### config.mk
export PLATFORM = sky130hd
export DESIGN_NAME = quad_encoder_gen
export DESIGN_NICKNAME = d
export VERILOG_FILES = /design/src/rtl/quad_encoder_gen.sv
export SDC_FILE = /design/constraint.sdc
export NUM_CORES = 1
export LEC_CHECK = 0
export ABC_CLOCK_PERIOD_IN_PS = 2660
export CAP_MARGIN = 20
export CORE_MARGIN = 2
export CORE_UTILIZATION = 54
export DETAILED_ROUTE_END_ITERATION = 16
export PLACE_DENSITY_LB_ADDON = 0.2
export SLEW_MARGIN = 5
export SYNTH_ARGS = -nofsm -noshare
export SYNTH_HDL_FRONTEND = slang
export SYNTH_SLANG_ARGS = --single-unit
### constraint.sdc
create_clock -name clk -period 2.66 [get_ports clk]
set_input_delay 0.399 -clock clk [delete_from_list [all_inputs] [get_ports clk]]
set_output_delay 0.399 -clock clk [all_outputs]
set_load 0.05 [all_outputs]
### src/rtl/quad_encoder_gen.sv
// quad_encoder_gen
// Quadrature encoder emitter. Turns a valid/ready stream of step commands
// into an x4 Gray-coded chA/chB pair. Output transitions are spaced by a
// programmable minimum number of clocks. A position count bounded to
// 0..POS_MAX is maintained alongside the outputs.
//
// Ports
//   clk          system clock, all state on the rising edge
//   rst          asynchronous, active-high reset
//   step_valid   step command present
//   step_dir     1 = up (chA leads chB), 0 = down (chB leads chA)
//   step_ready   a step can be accepted this cycle (registered hold state only)
//   phase_ticks  minimum clocks between transitions, 0 behaves as 1
//   chA, chB     quadrature outputs, registered
//   position     current position, 0..POS_MAX
//   limit        one-cycle pulse when an accepted step hits a bound
module quad_encoder_gen #(
    parameter int POS_W   = 11,
    parameter int POS_MAX = 1000,
    parameter int PHASE_W = 16
) (
    input  logic               clk,
    input  logic               rst,
    input  logic               step_valid,
    input  logic               step_dir,
    output logic               step_ready,
    input  logic [PHASE_W-1:0] phase_ticks,
    output logic               chA,
    output logic               chB,
    output logic [POS_W-1:0]   position,
    output logic               limit
);

    localparam logic [POS_W-1:0] POS_TOP = POS_W'(POS_MAX);

    logic [PHASE_W-1:0] cnt;
    logic [PHASE_W-1:0] hold_len;
    logic               accept;
    logic               at_bound;
    logic               move;
    logic [1:0]         q_next;

    // Ready comes only from the hold counter, so valid never loops back into it.
    assign step_ready = (cnt == '0);
    assign accept     = step_valid && step_ready;

    // Load N-1 with N = max(phase_ticks,1); a zero setting gives back-to-back steps.
    assign hold_len = (phase_ticks == '0) ? '0 : phase_ticks - PHASE_W'(1);

    // A step at a bound still completes the handshake and loads the hold;
    // it just does not move the outputs.
    assign at_bound = step_dir ? (position == POS_TOP) : (position == '0);
    assign move     = accept && !at_bound;

    // Gray sequence. Up: 00->10->11->01->00, down is the reverse.
    always_comb begin
        q_next = {chA, chB};
        if (step_dir) begin
            case ({chA, chB})
                2'b00:   q_next = 2'b10;
                2'b10:   q_next = 2'b11;
                2'b11:   q_next = 2'b01;
                default: q_next = 2'b00;
            endcase
        end else begin
            case ({chA, chB})
                2'b00:   q_next = 2'b01;
                2'b01:   q_next = 2'b11;
                2'b11:   q_next = 2'b10;
                default: q_next = 2'b00;
            endcase
        end
    end

    always_ff @(posedge clk or posedge rst) begin
        if (rst) begin
            cnt <= '0;
        end else if (accept) begin
            cnt <= hold_len;
        end else if (cnt != '0) begin
            cnt <= cnt - PHASE_W'(1);
        end
    end

    always_ff @(posedge clk or posedge rst) begin
        if (rst) begin
            chA      <= 1'b0;
            chB      <= 1'b0;
            position <= '0;
            limit    <= 1'b0;
        end else begin
            limit <= accept && at_bound;
            if (move) begin
                {chA, chB} <= q_next;
                position   <= step_dir ? position + POS_W'(1)
                                       : position - POS_W'(1);
            end
        end
    end

endmodule

After elaboration in Yosys (flattened, before gate mapping):

Index checks and enable logic that the tools add are counted.

* register bits: 30
* output and inout bits: 15
* bits of input ports: 20

* muxes and demuxes: 8
* eq/ne operators: 4
* reductions and logical operators: 10
* add/sub/neg operators: 4

Operators by type and width (count)
* two-way mux 16 bit: 3
* zero test 16 bit: 2
* subtractor 16 x 1 -> 16 bit (second input constant): 2
* nonzero test 16 bit: 1
* case mux 2 bit (3 select lines): 2
* adder 11 x 1 -> 11 bit (second input constant): 1
* equality test 11 x 10 -> 1 bit (second input constant): 1
* zero test 11 bit: 1
* two-way mux 11 bit: 1
* subtractor 11 x 1 -> 11 bit (second input constant): 1
* equality test 2 bit (second input constant): 2
* logical AND 1 bit: 3
* equality test 2 x 1 -> 1 bit (second input constant): 1
* zero test 2 bit: 1
* two-way mux 2 bit: 1
* nonzero test 2 bit: 1
* zero test 1 bit: 1
* two-way mux 1 bit: 1

Longest topological paths before layout:

* word-level depth: 4
* gate-level depth with buffers: 9
* mapped depth without buffers: 8

Worst setup path after synthesis:

OpenSTA, ideal clock, no wires.

* path kind: register to output
* start point: reg cnt[8]
* end point: out step_ready
* required time: 2.261 ns
* path buffers: 1
* cell stages (with the launch flop): 5
* data arrival time: 2.181 ns
* slack: 0.080 ns
* path through: dfrtp_1 -> or4_4 -> or4_4 -> nor4b_4 -> buf_2

* cells in the longest elaborated chain, start to end: 1

RTL lines
* from (decl): RTL line 36 `logic [PHASE_W-1:0] cnt;`
* from (signal assigned): RTL line 79 `cnt <= hold_len;`
* from (signal assigned): RTL line 81 `cnt <= cnt - PHASE_W'(1);`
* zero test 16 bit: RTL line 44 `assign step_ready = (cnt == '0);`
* to (decl): RTL line 26 `output logic step_ready,`

Every way passes these cells.

Final worst setup path:

Ends and elaborated chain as after synthesis.

==> run_results.csv <==
group,metric,value,unit
worst_setup_path,reg2reg_slack,0.10,ns
global_route,grt_pass1_wl,8.91,mm
timing,finalCritPeriodShare,98.6,%
pwr,seqPwrFrac,47.8,%
status,outcome,"complete, no violations",
worst_setup_path,r2r-end,"position[3]",
timing,relSlewSlack,66.4,%
timing,fmax,381,MHz
worst_setup_path,worstPathMaxFanout,5,
worst_setup_path,worstPathCellList,"or4_4, or4_4, nor4b_4, buf_6, buf_12",
yosys,netlist_area,0.00214,sq mm
pwr,p_comb_share,18.9,%
pwr,p_switching,0.301,mW
worst_setup_path,path_class,"flop to output pin",
final_layout,diodes,0,
global_route,globalRouteOverflowTotal,0,
clock_network,clkTransAtPathRegs,0.06,ns
yosys,synth_ff_type,"dfrtp_1",
yosys,yosys_warnings,0,
yosys,async_flop_share,100,%
pwr,power_frac_clock,33.2,%
global_route,track_usage,26.1,%
detailed_routing,firstDrtPassIters,4,
timing,rsz0062_at_grt,"yes",
timing,whs,0.503,ns
floorplanning,die_w,67.0,um
place,place_congestion,0.897,
final_layout,mostFrequentLayoutCells,"clkdlybuf4s50_1, dfrtp_1, nor2_1",
timing,drv_slew,0,
floorplanning,initial_core_util,57.3,%
floorplanning,row_count,22,
timing,fin_worst_skew,0.00666,ns
min_path,hold_path.class,"input port to asynchronous set/reset pin",
clock_network,cts_buffers,5,
flow_run,cap_violations,0,
worst_setup_path,start_kind,"flop",
clock_network,holdBufCountCts,0,
pwr,power_density,395,mW/mm^2
worst_setup_path,endpoint_kind,"output pin",
pwr,power,1.12,mW
floorplanning,die_area,0.00449,sq mm
place,portBuffers,34,
clock_network,cts_tree,"yes",
detailed_routing,avgRoutedWirePerCell,14.9,um
floorplanning,io_pins,35,
detailed_routing,ant_nets,0,
worst_setup_path,cp.required,2.26,ns
worst_setup_path,crit_path_top_delay_cell,"or4_4",
timing,layout_min_cycle_time,2.62,ns
pwr,internal-power,0.817,mW
pwr,peakVddDrop,494,uV
worst_setup_path,cp_common_cell,"or4_4",
final_layout,drive_above_1_share,14.5,%
clock_network,clock-root-buffer,"clkbuf_8",
clock_network,h-tree-depth,2,
yosys,yosysSeqAreaShare,35.0,%
clock_network,cts_sinks,30,
detailed_routing,drt_iter0_drc,117,
yosys,synthCells,243,
global_route,grt_max_degree,31,
final_layout,mostFrequentLayoutCell,"clkdlybuf4s50_1",
worst_setup_path,reg2regPathDepth,8,
worst_setup_path,reg2reg_from,"cnt[8]",
detailed_routing,routed_wl,5.23,mm
detailed_routing,drcViolationCount,0,
floorplanning,coreArea,0.00374,sq mm
timing,finalSetupViolations,0,
detailed_routing,vias,2008,
global_route,grt_pass1_vias,1946,
timing,tightest_slew,0.502,ns
pwr,p_leak,1.14,nW
final_layout,area_growth,31.7,%
place,dpl.hpwl,3.91,mm
global_route,antenna_found_initial,0,
timing,hold_viol,0,
worst_setup_path,max_stage_delay,0.57,ns
yosys,synth_nets,276,
yosys,synth_seq_cells,30,
final_layout,fin_nets,336,
yosys,yosysUniqueCellTypes,48,
yosys,avgSynthCellArea,8.83,sq um
yosys,synth_edf_count,0,
pwr,sw_frac_of_total,26.9,%
detailed_routing,via_per_inst,5.70,
floorplanning,fp.dieH,67.0,um
clock_network,clk_latency,0.27,ns
worst_setup_path,arrival,2.22,ns
clock_network,clock_path_buffers,2,
## final cells by class
| class | instances | area, sq um |
|---|---|---|
| multi-input cells | 196 | 1340 |
| fillers | 289 | 918 |
| flip-flops and latches | 30 | 752 |
| clock buffers | 7 | 86.3 |
| well taps | 48 | 60.1 |
| clock inverters | 1 | 5.00 |
| repair buffers | 59 | 546 |
| inverters | 11 | 41.3 |
## power groups by stage
stage	registers (mW)	logic, mW	clock network, mW
6_report	0.535	0.212	0.371
3_3_place_gp	0.538	0.197	0
4_1_cts	0.533	0.203	0.378
2_1_floorplan	0.529	0.126	0
3_5_place_dp	0.539	0.198	0
5_1_grt	0.541	0.238	0.398
## flip-flops by register name, indices dropped and copies added, names as in the netlist
register  count
chA           1
chB           1
cnt          16
limit         1
position     11
## worst max-delay path: cells and delay by family, from the launching register on
family | cells | cell delay [ns]
simple gates | 3 | 1.28
flops | 1 | 0.38
buf+inv | 2 | 0.29
## metrics by stage
stage | cell area, sq um | cells | setup WS, ns | setup TNS, ns | util, %
2_1_floorplan | 2140 | 243 | 0.0803 | 0 | -
3_3_place_gp | 2680 | 339 | 0.0912 | 0 | 71.5
3_5_place_dp | 2680 | 339 | 0.0516 | 0 | 71.5
4_1_cts | 2800 | 349 | 0.0187 | 0 | 74.7
5_1_grt | 2830 | 352 | -0.0281 | -0.0436 | 75.5
6_report | 2830 | 352 | 0.0375 | 0 | 75.5
## routing by layer
| metal | part of all wire, % | GRT usage, % | vias to the layer above |
|---|---|---|---|
| li1 | - | - | 988 |
| met1 | 46 | 36.5 | 955 |
| met2 | 47 | 41.0 | 61 |
| met3 | 5.6 | 5.24 | 4 |
| met4 | 0.82 | 6.89 | 0 |
| met5 | 0 | 0 | - |
## worst max path at each step
stage / slack, ns / start / cells after the start / endpoint
floorplan: 0.08 / cnt[8] / 4 / step_ready
global placement: 0.09 / phase_ticks[10] / 7 / cnt[1]
detailed placement: 0.05 / phase_ticks[10] / 7 / cnt[13]
CTS: 0.02 / cnt[8] / 5 / step_ready
global route: -0.03 / cnt[8] / 5 / step_ready
finish: 0.04 / cnt[8] / 5 / step_ready
## cell usage after synthesis, types with 3 or more instances
master | n | share of area (%)
xor2_1 | 15 | 6.1
clkbuf_1 | 3 | 0.53
nand2_1 | 19 | 3.3
inv_1 | 11 | 1.9
nor2b_1 | 3 | 0.88
nor3_1 | 7 | 1.6
ha_1 | 12 | 7.0
o22ai_1 | 7 | 2.0
xnor2_1 | 16 | 6.5
nor4_1 | 4 | 1.2
dfrtp_1 | 30 | 35
o21ai_1 | 10 | 2.3
nand3_1 | 6 | 1.4
o21ai_0 | 11 | 2.6
a21oi_1 | 9 | 2.1
mux2i_1 | 3 | 1.4
nor2_1 | 27 | 4.7
or4_1 | 6 | 2.1
or3_1 | 6 | 1.8
a211oi_1 | 3 | 1.1
## kinds of logic (layout without fill, tap and decap cells)
group | Yosys count | after routing | share of synthesized area (%)
muxes | 5 | 5 | 2.45
DFF | 30 | 30 | 35.0
buffers and inverters | 17 | 78 | 3.27
xor gates and xnor gates | 31 | 31 | 12.7
AOI/OAI and AO/OA | 55 | 55 | 15.8
and+or+nand+nor | 92 | 92 | 22.9
adders and majority gates | 13 | 13 | 7.93
## what timing repair did
item,in CTS,in global routing
endpoints found under the setup margin,1,3
buffers inserted,2,3
pin swaps,0,0
resized for setup,3,3
Power figures use the tool's default switching activity.
==> variant: new RTL, same flow settings <==
Set the parameter `POS_MAX` to 500 (it was 1000).
--- a/src/rtl/quad_encoder_gen.sv
+++ b/src/rtl/quad_encoder_gen.sv
@@ -17,5 +17,5 @@
 module quad_encoder_gen #(
     parameter int POS_W   = 11,
-    parameter int POS_MAX = 1000,
+    parameter int POS_MAX = 500,
     parameter int PHASE_W = 16
 ) (
Formal check against the unedited RTL: same outputs for any inputs over 10 cycles, from zero or initial values and one cycle with rst high; that may be too few to reach the edited logic, so the function may still have changed.
==> variant against the original RTL <==
Sequential power is 11% higher; critical path depth unchanged; via count is 3.4% higher; die area increased by 3.2%; synthesized cell count increased by 2.1%; combinational power increased by 17%; area after synthesis increased by 3.4%; utilization decreased by 3.6 points; worst setup slack better by 160 ps; routed wire length shrank 2.2%; sequential cell count unchanged; cell area is 1.0% higher; total power increased by 17%.
==> variant: results (changes against the original RTL) <==
| Metric | Value |
|---|---|
| Filler cell count | `316 (+9.3%)` |
| Met3 routed WL | `289 um (-0.69%)` |
| Post-synthesis adder-cell area fraction | `7.67% (-0.26 points)` |
| Inst Count DP | `345 (+1.8%)` |
| End of the worst register-to-register path | `chB$_DFFE_PP0P_` |
| Highest Clock Rate | `407 MHz (+6.7%)` |
| R2R cell count | `8 (unchanged)` |
| Layout Nets | `335 (-0.30%)` |
| Share of layout cells above drive strength 1 | `13.6% (-0.90 points)` |
| GR Util All Layers | `24.8% (-1.3 points)` |
| First-pass GRT wire length | `8650 um (-2.9%)` |
| CP max-delay cell | `or4_1` |
| Post-Route WL | `5120 um (-2.2%)` |
| GRT met2 Usage | `37.7% (-3.2 points)` |
| Post-DP HPWL | `3890 um (-0.72%)` |
| Synthesized area per cell | `8.95 sq um (+1.4%)` |
| Syn nets | `281 (+1.8%)` |
| Hold slack | `487 ps (-15.6 ps)` |
| Crit Path Max Fanout | `8 (+3)` |
| Max transition margin | `66.6% (+0.17 points)` |
| Clock skew | `3.70 ps (-2.95 ps)` |
| Met2 WL | `2370 um (-4.7%)` |
| Unique masters post-synth | `50 (+4.2%)` |
| Dpl ws | `-34.2 ps (-85.8 ps)` |
| Global placer's final weighted congestion | `0.961 (+7.1%)` |
| Wl on met1 | `2400 um (-0.41%)` |
| Critical Path AT | `2060 ps (-160 ps)` |
| Grt met3 use | `5.43% (+0.19 points)` |
| Vias | `2076 (+3.4%)` |
| 1st-iter DRT viols | `142 (+21%)` |
| Status | `completed` |
| Seq/Total Area, Yosys | `33.8% (-1.2 points)` |
| Worst VDD drop | `0.301 mV (-39%)` |
| Synth Area in Compound Gates | `19.3% (+3.5 points)` |
| R2R Setup Slk | `410 ps (+310 ps)` |
| Xor-xnor portion of the synthesized cell area | `13.0% (+0.37 points)` |
| Vias in the first global route | `1875 (-3.6%)` |
| Placed Area | `2740 sq um (+2.4%)` |
| Top Registers | `cnt (16), position (11)` |
| Post-synthesis mux area share | `1.41% (-1.0 points)` |
| GRT met1 Usage | `35.4% (-1.1 points)` |
| Avg Vias per Cell | `5.90 (+3.4%)` |
| Static Leak | `1.20 nW (+4.6%)` |
| CP max stage delay | `610 ps (+40 ps)` |
| Postcts setup bufs | `0 (-2)` |
| Synth area leaders | `dfrtp_1 (34%), xor2_1 (7.5%), ha_1 (6.8%), xnor2_1 (5.5%), a21oi_1 (5.2%)` |
## variant: changes by cell type in the layout (fill, tap and decap cells not counted), sizes merged, moves of 4 or more
cell   before  now
o22ai       7    2
a21oi       9   23
nand2      19   23
nor2       27   15
buf        26   21
xor2       15   19
## variant: layout make-up
type	count	area, sq um	share of cell area (%)
Clock buffer	6	82.6	2.89
Clock inverter	1	30.0	1.05
Inverter	10	37.5	1.32
Multi-Input combinational cell	201	1390	48.7
Sequential cell	30	751	26.3
Tap cell	50	62.6	2.19
Timing Repair Buffer	54	500	17.5
## variant: timing repair
action | 4_1_cts | 5_1_grt
resized for setup | 0 | 1
hold buffers | 0 | 0
endpoints found under the setup margin | 0 | 1
## variant: where the power goes
part | leakage [nW] | switching (mW) | internal [mW]
Combinational | 0.768 | 0.124 | 0.124
Clock | 0.0573 | 0.169 | 0.299
Sequential | 0.370 | 0.0769 | 0.516
## variant: tightest hold or removal path: stages
cell and delay (ps):
clkdlybuf4s50_1 390, inv_1 50, buf_4 340
